### src/rtl/bcd_cascade_timer.sv
// Coin-operated BCD countdown timer: ss/mm/hh digit cascade with prescaled
// one-second ticks, add-a-minute, pause/resume and a one-shot expiry pulse.
module bcd_cascade_timer #(
    parameter int unsigned DIGITS   = 4,
    parameter int unsigned TICK_DIV = 50000000
) (
    input  logic                  Clk,
    input  logic                  nReset,
    input  logic                  Enable,
    input  logic                  Load,
    input  logic [4*DIGITS-1:0]   Preset,
    input  logic                  Start,
    input  logic                  Stop,
    input  logic                  AddMin,
    output logic [4*DIGITS-1:0]   Count,
    output logic                  Running,
    output logic                  Done,
    output logic                  Expired
);

    localparam int unsigned W  = 4 * DIGITS;
    localparam int unsigned PW = (TICK_DIV > 2) ? $clog2(TICK_DIV) : 1;
    localparam logic [PW-1:0] P_TOP = PW'(TICK_DIV - 1);

    typedef enum logic [1:0] {S_IDLE, S_RUN, S_PAUSE, S_DONE} state_t;

    state_t        r_state, w_next;
    logic [W-1:0]  r_count, w_count_next, w_dec, w_add;
    logic [PW-1:0] r_presc, w_presc_next;
    logic          r_done, w_done_next, w_tick, w_add_en;

    // Seconds and minutes digits in the tens place count to 5; all others to 9.
    function automatic logic [3:0] f_max(input int unsigned i);
        return (i == 1 || i == 3) ? 4'd5 : 4'd9;
    endfunction

    function automatic logic [W-1:0] f_clamp(input logic [W-1:0] v);
        logic [W-1:0] r;
        r = v;
        for (int unsigned i = 0; i < DIGITS; i++)
            if (v[4*i +: 4] > f_max(i)) r[4*i +: 4] = f_max(i);
        return r;
    endfunction

    function automatic logic [W-1:0] f_dec(input logic [W-1:0] v);
        logic [W-1:0] r;
        logic         borrow;
        r      = v;
        borrow = 1'b1;
        for (int unsigned i = 0; i < DIGITS; i++) begin
            if (borrow) begin
                if (v[4*i +: 4] == 4'd0) begin
                    r[4*i +: 4] = f_max(i);
                end else begin
                    r[4*i +: 4] = v[4*i +: 4] - 4'd1;
                    borrow      = 1'b0;
                end
            end
        end
        return r;
    endfunction

    // Carry out of the top digit saturates the whole display instead of wrapping.
    function automatic logic [W-1:0] f_addmin(input logic [W-1:0] v);
        logic [W-1:0] r;
        logic         carry;
        r     = v;
        carry = 1'b1;
        for (int unsigned i = 2; i < DIGITS; i++) begin
            if (carry) begin
                if (v[4*i +: 4] >= f_max(i)) begin
                    r[4*i +: 4] = 4'd0;
                end else begin
                    r[4*i +: 4] = v[4*i +: 4] + 4'd1;
                    carry       = 1'b0;
                end
            end
        end
        if (carry)
            for (int unsigned i = 0; i < DIGITS; i++) r[4*i +: 4] = f_max(i);
        return r;
    endfunction

    always_comb begin
        w_tick   = (r_state == S_RUN) && Enable && (r_presc == P_TOP);
        w_add_en = AddMin && (DIGITS >= 3) && ((r_state == S_RUN) || (r_state == S_PAUSE));
        w_dec    = w_tick ? f_dec(r_count) : r_count;
        w_add    = w_add_en ? f_addmin(w_dec) : w_dec;
    end

    always_comb begin
        w_next       = r_state;
        w_count_next = w_add;
        w_presc_next = r_presc;
        w_done_next  = 1'b0;
        if ((r_state == S_RUN) && Enable)
            w_presc_next = w_tick ? '0 : r_presc + PW'(1);
        if (Load) begin
            w_next       = S_IDLE;
            w_count_next = f_clamp(Preset);
            w_presc_next = '0;
        end else begin
            case (r_state)
                S_IDLE, S_PAUSE: begin
                    if (!Stop && Start && (r_count != '0)) w_next = S_RUN;
                end
                S_RUN: begin
                    // Expiry outranks a simultaneous Stop.
                    if (w_add == '0) begin
                        w_next      = S_DONE;
                        w_done_next = 1'b1;
                    end else if (Stop) begin
                        w_next = S_PAUSE;
                    end
                end
                default: ;
            endcase
        end
    end

    always_ff @(posedge Clk or negedge nReset) begin
        if (!nReset) begin
            r_state <= S_IDLE;
            r_count <= '0;
            r_presc <= '0;
            r_done  <= 1'b0;
        end else begin
            r_state <= w_next;
            r_count <= w_count_next;
            r_presc <= w_presc_next;
            r_done  <= w_done_next;
        end
    end

    assign Count   = r_count;
    assign Running = (r_state == S_RUN);
    assign Expired = (r_state == S_DONE);
    assign Done    = r_done;

endmodule

### config.mk
export PLATFORM = sky130hd
export DESIGN_NAME = bcd_cascade_timer
export DESIGN_NICKNAME = d
export VERILOG_FILES = /design/src/rtl/bcd_cascade_timer.sv
export SDC_FILE = /design/constraint.sdc
export NUM_CORES = 1
export LEC_CHECK = 0
export CORE_MARGIN = 3
export CORE_UTILIZATION = 40
export CTS_CLUSTER_SIZE = 40
export DETAILED_ROUTE_END_ITERATION = 10
export MAX_ROUTING_LAYER = met4
export SLEW_MARGIN = 10
export SYNTH_ARGS = -nofsm -noshare
export SYNTH_HDL_FRONTEND = slang
export SYNTH_SLANG_ARGS = --single-unit
### constraint.sdc
create_clock -name Clk -period 4 [get_ports Clk]
set_input_delay 1.2 -clock Clk [delete_from_list [all_inputs] [get_ports Clk]]
set_output_delay 1.2 -clock Clk [all_outputs]
set_load 0.005 [all_outputs]
; ---- After elaboration in Yosys (flattened, before gate mapping)
; Index checks and enable logic that the tools add are counted.
[word_totals]
regBits = 45
out_inout_bits = 19
[classes]
eq_ne = 6
order_cmp = 6
reduce_logical = 18
n_mux = 37
addsub = 7
[ops]
columns = operator, n
row1 = two-way mux 26 bit, 3
row2 = two-way mux 16 bit, 4
row3 = two-way mux 4 bit, 14
row4 = "adder 26 x 1 -> 26 bit, second input constant", 1
row5 = "== test 26 bit, second input constant", 1
row6 = logical NOT 16 bit, 1
row7 = logical NOT 4 bit, 4
row8 = nonzero test 16 bit, 1
row9 = "subtractor 4 x 1 -> 4 bit, second input constant", 4
row10 = two-way mux 1 bit, 11
row11 = "adder 4 x 1 -> 4 bit, second input constant", 2
row12 = "greater-than comparator 4 x 3 -> 1 bit, second input constant", 2
row13 = "greater-than comparator 4 bit, second input constant", 2
row14 = two-way mux 2 bit, 4
row15 = logical AND 1 bit, 5
row16 = "== test 2 bit, second input constant", 2
row17 = ">= comparator 4 x 3 -> 1 bit, second input constant", 1
row18 = ">= comparator 4 bit, second input constant", 1
row19 = "inequality test 4 x 3 -> 1 bit, second input constant", 1
row20 = case mux 2 bit (2 select lines), 1
row21 = "inequality test 3 bit, second input constant", 1
row22 = AND reduction 3 bit, 1
row23 = nonzero test 3 bit, 1
row24 = "== test 2 x 1 -> 1 bit, second input constant", 1
row25 = 5 further kinds, 5

; ---- Depth between registers and ports, before layout
[logic_depth]
depth_word = 15
depth_mapped = 17
mapped_depth_nobuf = 17

; ---- Worst setup path after synthesis
; OpenSTA, ideal clock, no wires.
[synth_timing]
path_kind = in2reg
startpoint = in Enable
endpoint = reg r_state[0]
cell_stages = 14
path_buffers = 0
slack_ns = -0.098
arrival_ns = 4.021
path_cell_list = and4_1 -> and4_1 -> nand2_2 -> nor3_1 -> mux2_2 -> inv_1 -> ha_1 -> nor2b_1 -> nand4_1 -> o311ai_1 -> a31oi_2 -> o32ai_1 -> nand4b_1 -> o21ai_1
[synth_between]
elab_chain_cells = 12
[synth_lines]
columns = element, line_no
row1 = from (decl), 9  ; input logic Enable,
row2 = logical AND 1 bit (*) (2 in a row), 85  ; w_tick = (r_state == S_RUN) && Enable && (r_presc == P_TOP);
row3 = two-way mux 16 bit (*), 87  ; w_dec = w_tick ? f_dec(r_count) : r_count;
row4 = adder 4 x 1 -> 4 bit (tied with other cells), 74  ; r[4*i +: 4] = v[4*i +: 4] + 4'd1;
row5 = two-way mux 4 bit or two-way mux 1 bit (tied branches), 71  ; if (v[4*i +: 4] >= f_max(i)) begin
row6 = two-way mux 4 bit or two-way mux 1 bit (tied branches), 70  ; if (carry) begin
row7 = two-way mux 16 bit, 79  ; if (carry)
row8 = two-way mux 16 bit (*), 88  ; w_add = w_add_en ? f_addmin(w_dec) : w_dec;
row9 = logical NOT 16 bit (*), 109  ; if (w_add == '0) begin
row10 = two-way mux 2 bit, 109
row11 = case mux 2 bit (2 select lines), 103  ; case (r_state)
row12 = two-way mux 2 bit, 98  ; if (Load) begin
row13 = to (signal assigned), 128  ; r_state <= w_next;
row14 = to (decl), 27  ; state_t r_state, w_next;
; Mark *: on every way between the ends. The rest lies on a longest branch, timed or not.
; A chain may end at the register's enable or synchronous reset.

; ---- Worst setup path in the final report
[layout_timing]
startpoint = in Enable
endpoint = reg r_state[1]
; The elaborated chain is that of the path after synthesis.

==> metrics.csv <==
metric,value,unit
grt_antenna_before_repair,0,
drt_pass1_iterations,4,
drc_errors,0,
synthAdderAreaFrac,4.067,%
slew_headroom,32.23,%
final_cell_mix,"dfrtp_1 (45), clkdlybuf4s50_1 (39), nor2_1 (38)",
fmaxAchievable,260.2,MHz
dieArea,8780,um^2
min_path_type,flop to flop,
p_seq_share,44.8,%
power.internal,0.7885,mW
path_cells,dlygate4sd2_1 > and4_1 > and4_1 > nand2_2 > nor3_2 > mux2_4 > inv_2 > ha_4 > nor2b_4 > nand4_1 > o311ai_2 > a31oi_2 > o32ai_2 > nand4b_1 > a21boi_1,
grt_usage,20.03,%
syn_nets,378,
clock_sinks,45,
synth_compound_area_share,16.14,%
grt_max_degree,46,
cp_data_required_time,4.23,ns
cpMostUsedCell,and4_1,
area_growth,26.15,%
cpMaxStageDelayCell,mux2_4,
cap_violations,0,
finalPower,1.178,mW
grt_overflow,0,
synth_top_area_share,36.60,%
viasPerCell,5.676,
worstMarginPinSlew,1.017,ns
dpl.hpwl,6077,um
fin_crit_sh,96.08,%
ant_nets,0,
leakage,1.595,nW
ys_ff_latch,45,
numCtsBuffers,5,
portBuffers,41,
pwr-share-comb,31.5,%
synthMuxAreaShare,2.725,%
yosys-top-cells-area,"dfrtp_1 (37%), nor2_1 (4.6%), ha_1 (4.1%)",
holdBufCountCts,0,
synth_cell_types,62,
synthSimpleGateAreaFrac,30.83,%
min_period,3.843,ns
slew_viol_final,0,
final_nets,443,
cts_root_buf,clkbuf_8,
switching_share,33.03,%
grt_pass1_wl,13660,um
yosys_warnings,0,
setup_viol,0,
die_y,93.70,um
status,"complete, no violations",
synth_area_per_cell,8.918,um^2
yosys.area_share.xor_xnor,6.222,%
max_stage_delay,0.33,ns
wirelength,8271,um
fp.dieW,93.70,um
tritoncts,built,
postSynth.asyncResetShare,100.0,%
fp.coreArea,7370,um^2
whs_path_depth,1,
p_per_area,303.4,nW/um^2
worst_setup_path_start_kind,primary input,
drt_iter0_markers,189,
fin_skew,0.004214,ns
layout_commonest_cell,dfrtp_1,
wl_per_cell,16.22,um
synth_top_family_by_area,simple AND/OR/NAND/NOR gates,
p_switching,0.3890,mW
final_layout_size_suffix_gt1_share,14.84,%
cts_buffer_depth,2,
netlist_instances,345,
critical_path_class,primary input to flop,
post_synth_instance_area,3077,um^2
synth_ff_type,dfrtp_1,
num_rows,31,
fillCellCount,693,
critPathArrivalTime,4.07,ns
start_util,41.75,%
final_util,52.67,%
num_antenna_cells,0,
hold_violations,0,
clkPwrFrac,23.7,%
synth_edf_count,0,
ys_seq_area_share,36.60,%
rr_worst_depth,16,
path_max_fanout,4,
insertion_delay,0.30,ns
clkTransAtPathRegs,0.08,ns
vias,2895,
io_pins,42,
cts.htree.levels,2,
ir_drop,124.0,uV
gp_congestion,0.8749,
end_kind,flop,
synth.largest_area_cell,dfrtp_1,
grt_pass1_vias,2813,
==> worst max-delay path: cells and delay by family <==
kind	cells	cell delay [ns]
adder cells (fa/ha/maj)	1	0.14
AO/OA/AOI/OAI	4	0.95
AND/OR/NAND/NOR	7	1.14
multiplexers	1	0.33
buffers and inverters	2	0.31
==> area by class of cell <==
type	count	area (um^2)	area share [%]
multi-input cells	277	1892	48.74
flip-flops and latches	45	1126	29.01
repair buffers	69	614.3	15.83
well taps	99	123.9	3.191
clock buffers	8	80.08	2.063
inverters	12	45.04	1.161
==> flip-flops by register name, summed over array words and instances, names as in the netlist <==
signal,count
r_presc,26
Count,16
r_state,2
Done,1
==> timing repair <==
| item | in CTS | in global routing |
|---|---|---|
| cloned | 0 | 0 |
| setup buffers | 1 | 4 |
| gates resized for setup | 6 | 3 |
| setup endpoints to repair | 16 | 5 |
| pin swaps | 5 | 7 |
==> worst paths after layout <==
kind                             startpoint           to  slack (ns)
worst max-delay path                 Enable   r_state[1]        0.16
worst min-delay path            r_presc[24]  r_presc[24]        0.51
worst max register to register   r_state[1]   r_state[1]        0.34
worst min register to register  r_presc[24]  r_presc[24]        0.51
max in group asynchronous            nReset         Done        2.30
min in group asynchronous            nReset  r_presc[22]        1.07
==> cells in the mapped netlist, drive strengths merged, types with 2 or more instances <==
library cell and number:
a211oi 2, and3 9, o21ai 27, buf 3, nand2b 3, or2 3, o311ai 2, nand3 14
and2 5, nand4b 2, dfrtp 45, and4 8, nor4 8, or3 3, a32o 2, ha 10
mux2i 5, xnor2 7, nor4b 3, mux2 3, nor2 38, xor2 14, o41ai 2, nand4 13
nor3 15, a21oi 13, a22oi 2, nand2 32, inv 12, nor2b 4, a31oi 8, clkbuf 8
a2bb2oi 2, a22o 4
==> metrics by stage <==
step                      instance area, um^2  worst slack [ns]  hold slack, ns  cells  setup TNS [ns]
after floorplan                          3087          0.004621          0.4574    345               0
after global placement                   3729           -0.3847          0.4907    497          -4.977
after detailed placement                 3729           -0.5124          0.4929    497          -6.590
after CTS                                3831           0.04899          0.5056    506               0
after global routing                     3881          -0.02371          0.5392    510        -0.03940
final                                    3881            0.1569          0.5123    510               0
==> power by group through the flow <==
| stage | combinational [mW] | sequential [mW] | clock, mW |
|---|---|---|---|
| 6_report | 0.371 | 0.528 | 0.279 |
| 5_1_grt | 0.406 | 0.534 | 0.297 |
| 3_3_place_gp | 0.341 | 0.536 | 0 |
| 2_1_floorplan | 0.199 | 0.519 | 0 |
| 3_5_place_dp | 0.345 | 0.537 | 0 |
| 4_1_cts | 0.353 | 0.528 | 0.282 |
==> layer usage <==
layer,wire [um],global-route usage [%]
met1,3859,26.44
met2,4009,31.99
met3,281,3.045
met4,121,6.017
met5,0,-
==> cells by family (layout without fill, tap and decap cells) <==
logic type / count (synthesis) / after routing
simple gates: 162 / 162
compound gates: 76 / 76
flops: 45 / 45
buf+inv: 23 / 89
xor+xnor: 21 / 21
fa+ha+maj: 10 / 10
mux: 8 / 8
Power figures use the tool's default switching activity.
